### config.mk
export PLATFORM = sky130hd
export DESIGN_NAME = lsu_bus_master
export DESIGN_NICKNAME = d
export VERILOG_FILES = /design/src/rtl/lsu_bus_master.sv
export SDC_FILE = /design/constraint.sdc
export NUM_CORES = 1
export LEC_CHECK = 0
export ABC_AREA = 1
export CORE_MARGIN = 2
export CORE_UTILIZATION = 47
export DETAILED_ROUTE_END_ITERATION = 10
export HOLD_SLACK_MARGIN = 0.03
export PLACE_DENSITY = 0.87
export SLEW_MARGIN = 20
export SYNTH_ARGS = -nofsm -noshare
export SYNTH_HDL_FRONTEND = slang
export SYNTH_SLANG_ARGS = --single-unit
### constraint.sdc
create_clock -name clk -period 1.95 [get_ports clk]
set_input_delay 0.4875 -clock clk [delete_from_list [all_inputs] [get_ports clk]]
set_output_delay 0.4875 -clock clk [all_outputs]
set_load 0.01 [all_outputs]
### src/rtl/lsu_bus_master.sv
// +----------------------------------------------------------------------------+
// | Module      : lsu_bus_master                                               |
// | Description : Load/store unit between the core execute stage and a         |
// |               word-addressed memory port. Accepts one byte/half/word load  |
// |               or store, builds the byte-lane mask and lane-replicated      |
// |               write data, strobes the memory for one cycle, waits for      |
// |               mem_done_i and returns sign/zero-extended load data. A       |
// |               watchdog turns an unanswered access into an error response.  |
// | Config      : `define LSU_MISALIGN_TRAP_EN to trap misaligned half/word    |
// |               accesses (error response, no strobe). When undefined the     |
// |               low address bits are ignored for halves and words.           |
// | Parameters  : TIMEOUT_CYCLES - WAIT cycles without mem_done_i before an    |
// |               error response (1..255).                                     |
// | Ports       : clk, rst        - clock, synchronous active-high reset       |
// |               req_*_i/_o      - core request (valid/ready handshake)       |
// |               resp_*_o        - one-cycle response pulse with data/error   |
// |               mem_*_o         - address, data, lane mask, write/read strobe|
// |               mem_rdata_i     - registered read word from memory           |
// |               mem_done_i      - memory transaction complete                |
// | Revision    : 1.0 - initial release                                        |
// +----------------------------------------------------------------------------+
`default_nettype none

module lsu_bus_master #(
  parameter int unsigned TIMEOUT_CYCLES = 16
) (
  input  logic        clk,
  input  logic        rst,
  // core request
  input  logic        req_valid_i,
  output logic        req_ready_o,
  input  logic        req_we_i,
  input  logic [2:0]  req_funct3_i,
  input  logic [31:0] req_addr_i,
  input  logic [31:0] req_wdata_i,
  // core response
  output logic        resp_valid_o,
  output logic [31:0] resp_rdata_o,
  output logic        resp_err_o,
  // memory port
  output logic [31:0] mem_addr_o,
  output logic [31:0] mem_wdata_o,
  output logic [3:0]  mem_wmask_o,
  output logic        mem_wstrobe_o,
  output logic        mem_rstrobe_o,
  input  logic [31:0] mem_rdata_i,
  input  logic        mem_done_i
);

  localparam logic [7:0] c_TIMEOUT = 8'(TIMEOUT_CYCLES);

  typedef enum logic [1:0] {
    S_IDLE  = 2'd0,
    S_ISSUE = 2'd1,
    S_WAIT  = 2'd2,
    S_RESP  = 2'd3
  } state_t;

  state_t      state_q,  state_d;
  logic        we_q,     we_d;
  logic [2:0]  funct3_q, funct3_d;
  logic [31:0] addr_q,   addr_d;
  logic [31:0] wdata_q,  wdata_d;
  logic [3:0]  wmask_q,  wmask_d;
  logic        err_q,    err_d;
  logic [31:0] rdata_q,  rdata_d;
  logic [7:0]  cnt_q,    cnt_d;

  // --------------------------------------------------------------------------
  // Request decode (evaluated on the incoming request while IDLE)
  // --------------------------------------------------------------------------
  logic        w_illegal;
  logic        w_bad_store;
  logic        w_misalign;
  logic        w_bad_req;
  logic [1:0]  w_lane;
  logic [31:0] w_req_wdata;
  logic [3:0]  w_req_wmask;

  assign w_lane      = req_addr_i[1:0];
  assign w_illegal   = (req_funct3_i == 3'b011) || (req_funct3_i == 3'b110) ||
                       (req_funct3_i == 3'b111);
  // Stores have no unsigned variants, so funct3[2] set is illegal for them.
  assign w_bad_store = req_we_i && req_funct3_i[2];

`ifdef LSU_MISALIGN_TRAP_EN
  assign w_misalign  = ((req_funct3_i[1:0] == 2'b01) && req_addr_i[0]) ||
                       ((req_funct3_i[1:0] == 2'b10) && (req_addr_i[1:0] != 2'b00));
`else
  // Halves use only addr[1], words ignore addr[1:0]: nothing is misaligned.
  assign w_misalign  = 1'b0;
`endif

  assign w_bad_req   = w_illegal || w_bad_store || w_misalign;

  // Store lane placement: data is replicated across the word so that the
  // memory only needs the mask to pick the right lanes.
  always_comb begin
    w_req_wdata = 32'd0;
    w_req_wmask = 4'b0000;
    if (req_we_i) begin
      case (req_funct3_i[1:0])
        2'b00: begin
          w_req_wdata = {4{req_wdata_i[7:0]}};
          w_req_wmask = 4'b0001 << w_lane;
        end
        2'b01: begin
          w_req_wdata = {2{req_wdata_i[15:0]}};
          w_req_wmask = 4'b0011 << {w_lane[1], 1'b0};
        end
        2'b10: begin
          w_req_wdata = req_wdata_i;
          w_req_wmask = 4'b1111;
        end
        default: begin
          w_req_wdata = 32'd0;
          w_req_wmask = 4'b0000;
        end
      endcase
    end
  end

  // --------------------------------------------------------------------------
  // Load data extraction from the returned word (latched address/width)
  // --------------------------------------------------------------------------
  logic [7:0]  w_ld_byte;
  logic [15:0] w_ld_half;
  logic [31:0] w_ld_data;

  always_comb begin
    case (addr_q[1:0])
      2'b00:   w_ld_byte = mem_rdata_i[7:0];
      2'b01:   w_ld_byte = mem_rdata_i[15:8];
      2'b10:   w_ld_byte = mem_rdata_i[23:16];
      default: w_ld_byte = mem_rdata_i[31:24];
    endcase
  end

  assign w_ld_half = addr_q[1] ? mem_rdata_i[31:16] : mem_rdata_i[15:0];

  always_comb begin
    case (funct3_q)
      3'b000:  w_ld_data = {{24{w_ld_byte[7]}}, w_ld_byte};
      3'b001:  w_ld_data = {{16{w_ld_half[15]}}, w_ld_half};
      3'b010:  w_ld_data = mem_rdata_i;
      3'b100:  w_ld_data = {24'd0, w_ld_byte};
      3'b101:  w_ld_data = {16'd0, w_ld_half};
      default: w_ld_data = 32'd0;
    endcase
  end

  // --------------------------------------------------------------------------
  // Next-state logic
  // --------------------------------------------------------------------------
  always_comb begin
    state_d  = state_q;
    we_d     = we_q;
    funct3_d = funct3_q;
    addr_d   = addr_q;
    wdata_d  = wdata_q;
    wmask_d  = wmask_q;
    err_d    = err_q;
    rdata_d  = rdata_q;
    cnt_d    = cnt_q;

    case (state_q)
      S_IDLE: begin
        cnt_d = 8'd0;
        if (req_valid_i) begin
          we_d     = req_we_i;
          funct3_d = req_funct3_i;
          addr_d   = req_addr_i;
          rdata_d  = 32'd0;
          if (w_bad_req) begin
            // Rejected without touching memory.
            err_d   = 1'b1;
            wmask_d = 4'b0000;
            state_d = S_RESP;
          end else begin
            err_d   = 1'b0;
            wdata_d = w_req_wdata;
            wmask_d = w_req_wmask;
            state_d = S_ISSUE;
          end
        end
      end

      S_ISSUE: begin
        // mem_done_i may still be high from the previous access; not sampled here.
        cnt_d   = 8'd0;
        state_d = S_WAIT;
      end

      S_WAIT: begin
        if (mem_done_i) begin
          rdata_d = we_q ? 32'd0 : w_ld_data;
          err_d   = 1'b0;
          state_d = S_RESP;
        end else if (cnt_q == c_TIMEOUT) begin
          rdata_d = 32'd0;
          err_d   = 1'b1;
          state_d = S_RESP;
        end else begin
          cnt_d = cnt_q + 8'd1;
        end
      end

      S_RESP: begin
        cnt_d   = 8'd0;
        state_d = S_IDLE;
      end

      default: begin
        state_d = S_IDLE;
      end
    endcase
  end

  // --------------------------------------------------------------------------
  // State registers
  // --------------------------------------------------------------------------
  always_ff @(posedge clk) begin
    if (rst) begin
      state_q  <= S_IDLE;
      we_q     <= 1'b0;
      funct3_q <= 3'd0;
      addr_q   <= 32'd0;
      wdata_q  <= 32'd0;
      wmask_q  <= 4'b0000;
      err_q    <= 1'b0;
      rdata_q  <= 32'd0;
      cnt_q    <= 8'd0;
    end else begin
      state_q  <= state_d;
      we_q     <= we_d;
      funct3_q <= funct3_d;
      addr_q   <= addr_d;
      wdata_q  <= wdata_d;
      wmask_q  <= wmask_d;
      err_q    <= err_d;
      rdata_q  <= rdata_d;
      cnt_q    <= cnt_d;
    end
  end

  // --------------------------------------------------------------------------
  // Outputs
  // --------------------------------------------------------------------------
  assign req_ready_o   = (state_q == S_IDLE);
  assign resp_valid_o  = (state_q == S_RESP);
  assign resp_err_o    = (state_q == S_RESP) && err_q;
  assign resp_rdata_o  = (state_q == S_RESP) ? rdata_q : 32'd0;
  assign mem_wstrobe_o = (state_q == S_ISSUE) && we_q;
  assign mem_rstrobe_o = (state_q == S_ISSUE) && !we_q;
  assign mem_addr_o    = addr_q;
  assign mem_wdata_o   = wdata_q;
  assign mem_wmask_o   = wmask_q;

endmodule

`default_nettype wire

==> results of run 1 <==
## kinds of logic (layout without fill, tap and decap cells)
logic type | count (synthesis) | after routing | synth area share, %
AOI/OAI and AO/OA | 161 | 161 | 14.6
and+or+nand+nor | 552 | 552 | 36.3
buffers and inverters | 169 | 402 | 11.9
DFF | 115 | 115 | 36.0
adders and majority gates | 6 | 6 | 1.17
## power breakdown
group / internal, mW / switching (mW) / total [mW] / leakage [nW]
sequential: 2.69 / 0.224 / 2.91 / 0.937
clock: 2.10 / 1.08 / 3.18 / 0.289
combinational: 1.74 / 2.28 / 4.02 / 3.24
## cells in the final DEF (no fill, tap or decap), types with 9 or more instances in the layout
cell type,Yosys,routed
clkdlybuf4s50_1,0,170
nor2_1,190,189
dfxtp_1,115,111
buf_4,3,32
a21oi_1,66,66
inv_2,13,14
clkbuf_16,0,17
a21oi_2,25,25
nand2_2,25,30
nand2_1,274,269
buf_2,16,23
nand3_1,39,39
buf_12,0,9
o21ai_0,56,56
inv_1,102,101
clkbuf_2,0,9
## timing repair
item | in CTS | in global routing
pin swaps | 2 | 2
endpoints found under the setup margin | 37 | 26
gates resized for setup | 120 | 32
cloned | 1 | 0
buffers inserted | 2 | 0
## area by class of cell
cell class | instances | area [sq um]
Tap cell | 176 | 220
Inverter | 117 | 443
Clock inverter | 9 | 128
Sequential cell | 115 | 2310
Timing Repair Buffer | 253 | 2410
Multi-Input combinational cell | 719 | 3390
Clock buffer | 23 | 478
Fill cell | 1096 | 3870
## worst reg2reg max path: stages (launching register included)
cell and delay, ns:
dfxtp_2 0.35, buf_4 0.13, inv_1 0.07, ha_1 0.22
inv_1 0.15, nor2_2 0.08, nand2_4 0.09, nand3_4 0.08
buf_12 0.17, nand2_1 0.08, inv_1 0.06, nor2_1 0.12
nor2_1 0.05
## per-layer routing
metal | share of wire [%] | track usage, %
met2 | 48 | 47.4
met5 | 0 | 0
met3 | 8.0 | 6.79
met1 | 41 | 33.8
met4 | 3.3 | 10.8
## sequential cells by signal (all words and copies together) (netlist names)
signal       count
mem_addr_o      32
mem_wdata_o     32
rdata_q         32
cnt_q            8
mem_wmask_o      4
funct3_q         3
state_q          2
err_q            1
we_q             1
## final timing paths
kind                                                endpoint  cells past startpoint
worst min-delay path            mem_wdata_o[28]$_SDFFE_PP0P_                      2
worst max-delay path                        resp_rdata_o[13]                      6
worst min register to register  mem_wdata_o[28]$_SDFFE_PP0P_                      2
worst max register to register      rdata_q[29]$_SDFFE_PP0P_                     12
==> metrics.txt, run 1 <==
status finished, final reports clean; crit path launch state_q[0]$_SDFFE_PP0P_; Fmax roughly 0.53 GHz; share of synthesized registers carrying an async set or reset 0%; CTS buffer count 17; final WL 20,200 um; R2R setup slack 0.18 ns; vias in the first global route just under 7,000; hold slack 0.463 ns; die area approximately 15,000 sq um; Max IR drop VDD ~0.00056 V; # H-tree levels 4; Final GP Congestion 0.926; share of cells above drive strength 1 16.7%; router iterations before antenna repair 5; core box area 13,200 sq um; Num Clock Sinks 115; sequential element share of the synthesized area 36.0%; Final min period 1.90 ns; clk_lat worst skew just over 0.4 ns; first-pass GRT wire length approximately 32,000 um; Vias 7,160; RSZ-0062 raised after global routing yes; Worst EP arrival 1.41 ns; Total Power approximately 10 mW; hold_sp mem_wdata_o[28]$_SDFFE_PP0P_; routed length per instance between 10 and 15 um; most common flop cell mapped by yosys dfxtp_1; Syn. warnings 0; PD cells 1080 nW/um^2; std cell rows 42; CP max stage delay 0.33 ns; placed cells 1,378; Vias/cell 5.07; area delta synth->final 46.5%; Clock Path Buffers 2; Final Hold Viols 0; top post-synthesis cells by count nand2_1 (274), nor2_1 (190), dfxtp_1 (115); post-synthesis register bit count 115; Syn Inst Count approximately 1,000; maxcap violations 0; count of cell types in the netlist 34; kind of critical path reg -> out; CP Max Fanout 11; post-layout util approximately 70%; Setup Viol. Count Final 0; top cells by area, synth dfxtp_1 (36%), nand2_1 (16%), nor2_1 (11%); HP Class reg -> reg; Place WS 0.0126 ns; Tot GR Track Use 27.8%; EDFF count, synth 0; post-route antenna net violation count 0; R2R Path Start state_q[0]$_SDFFE_PP0P_; post-route cell area roughly 9400 sq um; post-route insts no fill 1,412; Synth area leader dfxtp_1; Worst-path clk slew 0.05 ns; DR iter-0 viols ~790; top cell type's share of synthesized area 36.0%; Static Leak 4.47 nW; Final period util 97.5%; largest net degree at the start of global routing 36; clock skew approximately 0.0065 ns; CTS tree done; Root Buffer clkbuf_16; CTS Hold Bufs 0; most frequent cell after synthesis nand2_1; Die Y 121 um; setup TNS 0 ns; mapped cell area between 6000 and 7000 sq um; Die Wd 121 um; CP required about 1.5 ns; # nets final ~1,300; Slowest-stage cell, CP dfxtp_2; HPWL reported at the end of detailed placement 13,900 um; Slew Limit Headroom about 70%; antenna violations before repair 0; Placed Area 8820 sq um; starting density of the core 48.3%; number of diodes 0; global route overflow 0; Setup WS post-layout ~0.048 ns; # IOs 209; Pins Over Slew Limit 0; Avg Inst Size Synth 6.38 sq um; Buffers & Inverters on Critical Path 4; element type at the critical path end output pin; input/output buffers around 210; Remaining DRCs 0; measured slew at the worst slew-check pin 0.468 ns; Top Family by Delay on Critical Path buffers and inverters; syn nets 1,113; worst path cell trace ha_4 -> buf_6 -> buf_16 -> nand2_1 -> inv_1 -> buf_2; Worst Setup Start Kind flop
Note: power is estimated with default switching activity, not from simulation.
==> run 2, diff against run 1 <==
Settings changed: CORE_UTILIZATION 47 to 50, PLACE_DENSITY 0.87 to 0.91.
Clock period 1.95 ns to 2.3 ns, I/O delays scaled along.
==> metrics.txt, run 2 (same netlist as run 1, synthesis figures left out) <==
antenna violations before repair 0; Slowest-stage cell, CP clkdlybuf4s50_1; number of diodes 0; first-pass GRT wire length 30,500 um; Worst EP arrival around 1.6 ns; Vias/cell 5.10; post-layout util between 70% and 80%; Seq pwr share 30.3%; Internal 5.23 mW; Clock Path Buffers 2; Fmax ~0.45 GHz; Die Wd 117 um; # H-tree levels 4; Setup Viol. Count Final 0; postcts setup bufs 0; PD cells 894 nW/um^2; kind of critical path reg -> out; CP Max Fanout 11; die area 13,700 sq um; commonest non-fill, non-tap cells in the layout nand2_1 (274), nor2_1 (190), clkdlybuf4s50_1 (171); GR Util met3 6.44%; met1 usage 34.1%; Slew Limit Headroom 63.1%; core box area 12,600 sq um; element type at the critical path end output pin; CTS tree done; share of cells above drive strength 1 11.6%; vias in the first global route 6,594; # nets final 1,308; HPWL reported at the end of detailed placement 13,500 um; Comb pwr share 37.7%; Worst-path clk slew 0.06 ns; grt peak-use layer met2; post-route cell area 9170 sq um; Buffers & Inverters on Critical Path 2; routed length per instance approximately 14 um; post-route insts no fill 1,383; status finished, final reports clean; HP Class reg -> reg; DR iter-0 viols slightly below 600; input/output buffers between 200 and 250; starting density of the core roughly half; hold slack 0.465 ns; clock skew about 0.011 ns; std cell rows 41; Num Clock Sinks 115; Worst Setup Start Kind flop; Final GP Congestion 0.918; register area 2310 sq um; Fillers 1,001; maxcap violations 0; Die Y 117 um; Vias 7,054; worst path cell trace ha_4 -> buf_6 -> clkdlybuf4s50_1; Final min period 2.20 ns; most common cell after layout, fill and taps aside nand2_1; global route overflow 0; Net Sw Power 2.97 mW; Switching Fraction 36.2%; setup TNS 0 ns; M2 GR Usage 48.3%; CTS Hold Bufs 0; multi-input logic area 3350 sq um; Top Family by Delay on Critical Path buffers and inverters; Root Buffer clkbuf_16; area delta synth->final 43.3%; post-route antenna net violation count 0; Clock power frac 32.1%; CP required between 1.5 and 2 ns; CP max stage delay 0.56 ns; Final Hold Viols 0; Static Leak between 4 and 5 nW; RSZ-0062 raised after global routing no; largest net degree at the start of global routing 37; Remaining DRCs 0; CTS buffer count 17; Tot GR Track Use 28.3%; Final period util 95.7%; router iterations before antenna repair 5; final WL 19,200 um; placed cells 1,351; Placed Area roughly 8600 sq um; Max IR drop VDD about 0.00060 V; # IOs 209; clk_lat worst skew between 0.4 and 0.5 ns; measured slew at the worst slew-check pin 0.552 ns; Pins Over Slew Limit 0
-- run 2: cell count changes in the layout (fill, tap and decap cells not counted), moves of 4 or more --
cell / previous run / this run
dlygate4sd2_1: 1 / 32
buf_12: 9 / 5
nand2_1: 269 / 274
clkbuf_2: 9 / 0
dlymetal6s2s_1: 0 / 4
dfxtp_2: 4 / 0
buf_2: 23 / 1
buf_4: 32 / 14
nand2_2: 30 / 25
-- run 2: routing by layer --
metal,up-vias,wire [um]
li1,3498,-
met2,340,9310
met4,0,449
met3,43,1520
met1,3173,7940
met5,-,0
-- run 2: area by class of cell --
type | count | area share, %
clock buffers | 18 | 4.68
clock inverters | 14 | 1.79
inverters | 117 | 4.83
multi-input cells | 719 | 36.5
flip-flops and latches | 115 | 25.2
well taps | 172 | 2.35
repair buffers | 228 | 24.7
-- run 2: metrics by stage --
step,power (mW),setup slack (ns)
3_3_place_gp,5.48,0.190
3_5_place_dp,5.54,0.153
4_1_cts,8.21,0.000286
6_report,8.20,0.0979
5_1_grt,8.66,0.0510
2_1_floorplan,4.56,0.515
-- run 2: final timing paths --
| kind | startpoint | endpoint | slack (ns) | cells after the start |
|---|---|---|---|---|
| max | state_q[0]$_SDFFE_PP0P_ | resp_valid_o | 0.1 | 3 |
| min | mem_wdata_o[21]$_SDFFE_PP0P_ | mem_wdata_o[21]$_SDFFE_PP0P_ | 0.46 | 2 |
| max reg2reg | state_q[0]$_SDFFE_PP0P_ | err_q$_SDFFE_PP0P_ | 0.42 | 8 |
| min reg2reg | mem_wdata_o[21]$_SDFFE_PP0P_ | mem_wdata_o[21]$_SDFFE_PP0P_ | 0.46 | 2 |
-- run 2: what timing repair did --
item | CTS | global route
setup endpoints to repair | 34 | 4
pin swaps | 1 | 0
resized for setup | 39 | 4
-- run 2: power groups by stage --
stage                     sequential (mW)  combinational, mW  clock [mW]
after global routing                 2.51               3.40        2.75
after global placement               2.49               2.99           0
final                                2.48               3.09        2.63
after CTS                            2.48               3.07        2.66
after floorplan                      2.57               1.99           0
after detailed placement             2.50               3.04           0
-- run 2: worst min-delay path: stages (launching register included) --
cell and delay [ns]:
dfxtp_1 0.30, nand2_1 0.06, a21oi_1 0.06
==> run 3, diff against run 2 <==
Settings changed: REMOVE_ABC_BUFFERS set to 1, SETUP_SLACK_MARGIN set to 0.05, SLEW_MARGIN 20 to unset.
==> metrics.txt, run 3 (same netlist as run 1, synthesis figures left out) <==
core box area 12,600 sq um; final WL 20,400 um; std cell rows 41; element type at the critical path end output pin; die area approximately 14,000 sq um; Worst EP arrival around 1.7 ns; area delta synth->final 43.9%; setup TNS 0 ns; kind of critical path reg -> out; Worst R2R Path Depth 8; Pins Over Slew Limit 0; clk_lat worst skew 0.41 ns; commonest non-fill, non-tap cells in the layout nand2_1 (274), nor2_1 (190), clkdlybuf4s50_1 (170); post-route antenna net violation count 0; antenna violations before repair 0; CTS tree done; crit path launch state_q[1]$_SDFFE_PP0P_; Worst-path clk slew 0.06 ns; Placed Area about 8600 sq um; Fmax 0.448 GHz; FF-to-FF End mem_addr_o[21]$_SDFFE_PP0P_; Final min period 2.23 ns; RSZ-0062 raised after global routing yes; first-pass GRT wire length 31,800 um; number of diodes 0; share of cells above drive strength 1 12.4%; Remaining DRCs 0; hold slack 0.467 ns; vias in the first global route 6,634; Clock Path Buffers 2; CP Max Fanout 12; Die Wd 117 um; Slew Limit Headroom 64.9%; PD cells 908 nW/um^2; largest net degree at the start of global routing 76; CP required 1.73 ns; Final GP Congestion 0.932; CTS buffer count 17; Total Power 8.36 mW; Final Hold Viols 0; global route overflow 0; post-route insts no fill 1,386; hold_sp mem_wdata_o[11]$_SDFFE_PP0P_; routed length per instance around 15 um; Final period util 97.1%; Internal 5.23 mW; R2R setup slack 0.41 ns; Net Sw Power roughly 3.1 mW; status finished, final reports clean; post-layout util between 70% and 80%; Seq pwr share between 20% and 30%; Max IR drop VDD 0.000469 V; HP Class reg -> reg; Setup WS post-layout 0.0660 ns; Static Leak 4.39 nW; R2R Path Start state_q[1]$_SDFFE_PP0P_; Setup Viol. Count Final 0; clock skew 0.0101 ns; Place WS roughly 0.024 ns; Worst Setup Start Kind flop; Comb pwr share 38.7%; Clock power frac 31.5%; Switching Fraction between 30 and 40%; Num Clock Sinks 115; placed cells 1,350; maxcap violations 0; measured slew at the worst slew-check pin 0.525 ns; router iterations before antenna repair 5; DR iter-0 viols 787; post-route cell area 9210 sq um; Die Y around 120 um; Vias/cell 5.23; input/output buffers 208; # IOs roughly 210; Tot GR Track Use 29.5%; Setup crit end resp_rdata_o[2]; HPWL reported at the end of detailed placement 13,000 um; starting density of the core between 50% and 60%; Vias 7,250; Root Buffer clkbuf_16; most common cell after layout, fill and taps aside nand2_1; # nets final 1,311; # H-tree levels 4
==> run 3: cell count changes in the layout (fill, tap and decap cells not counted), moves of 3 or more <==
cell / previous run / this run
clkdlybuf4s15_1: 0 / 13
dlygate4sd2_1: 32 / 19
clkbuf_2: 0 / 4
inv_6: 0 / 4
buf_4: 14 / 17
clkinv_2: 6 / 3
dlymetal6s2s_1: 4 / 1
==> run 3: area by class of cell <==
class / instances / area, sq um
clock buffer: 18 / 439
clock inverter: 14 / 154
fill: 964 / 3360
inverter: 117 / 443
multi-input combinational: 719 / 3350
sequential: 115 / 2310
tap: 172 / 215
timing repair buffer: 231 / 2300
==> run 3: worst min-delay path by stage <==
stage	to	slack, ns	cells past startpoint
after global routing	cnt_q[6]$_SDFFE_PP0P_	0.49	1
after detailed placement	err_q$_SDFFE_PP0P_	0.46	2
after global placement	mem_wdata_o[20]$_SDFFE_PP0P_	0.45	2
after CTS	err_q$_SDFFE_PP0P_	0.47	2
after floorplan	cnt_q[7]$_SDFFE_PP0P_	0.44	2
final	mem_wdata_o[11]$_SDFFE_PP0P_	0.47	2
==> run 3: power by group through the flow <==
stage / sequential [mW] / combinational (mW) / clock, mW
CTS: 2.48 / 3.17 / 2.66
global route: 2.52 / 3.48 / 2.75
detailed placement: 2.50 / 3.08 / 0
floorplan: 2.60 / 1.68 / 0
global placement: 2.49 / 3.03 / 0
finish: 2.49 / 3.23 / 2.63
==> run 3: what timing repair did <==
action,4_1_cts,5_1_grt
cloned,1,0
pin swaps,0,1
resized for setup,42,24
setup endpoints to repair,36,23
setup buffers,3,0
hold buffers,0,0
==> run 3: routing by layer <==
metal	share of wire [%]	vias up	track usage, %
li1	-	3494	-
met1	39	3299	35.0
met2	48	393	49.9
met3	9.9	64	8.29
met4	3.0	0	12.5
met5	0	-	0
==> run 3: worst max-delay path: stages, from the launching register on <==
cell and delay (ns):
dfxtp_4 0.37, ha_4 0.18, buf_12 0.15, buf_4 0.14, nand2_1 0.06, inv_1 0.07
clkdlybuf4s15_1 0.27
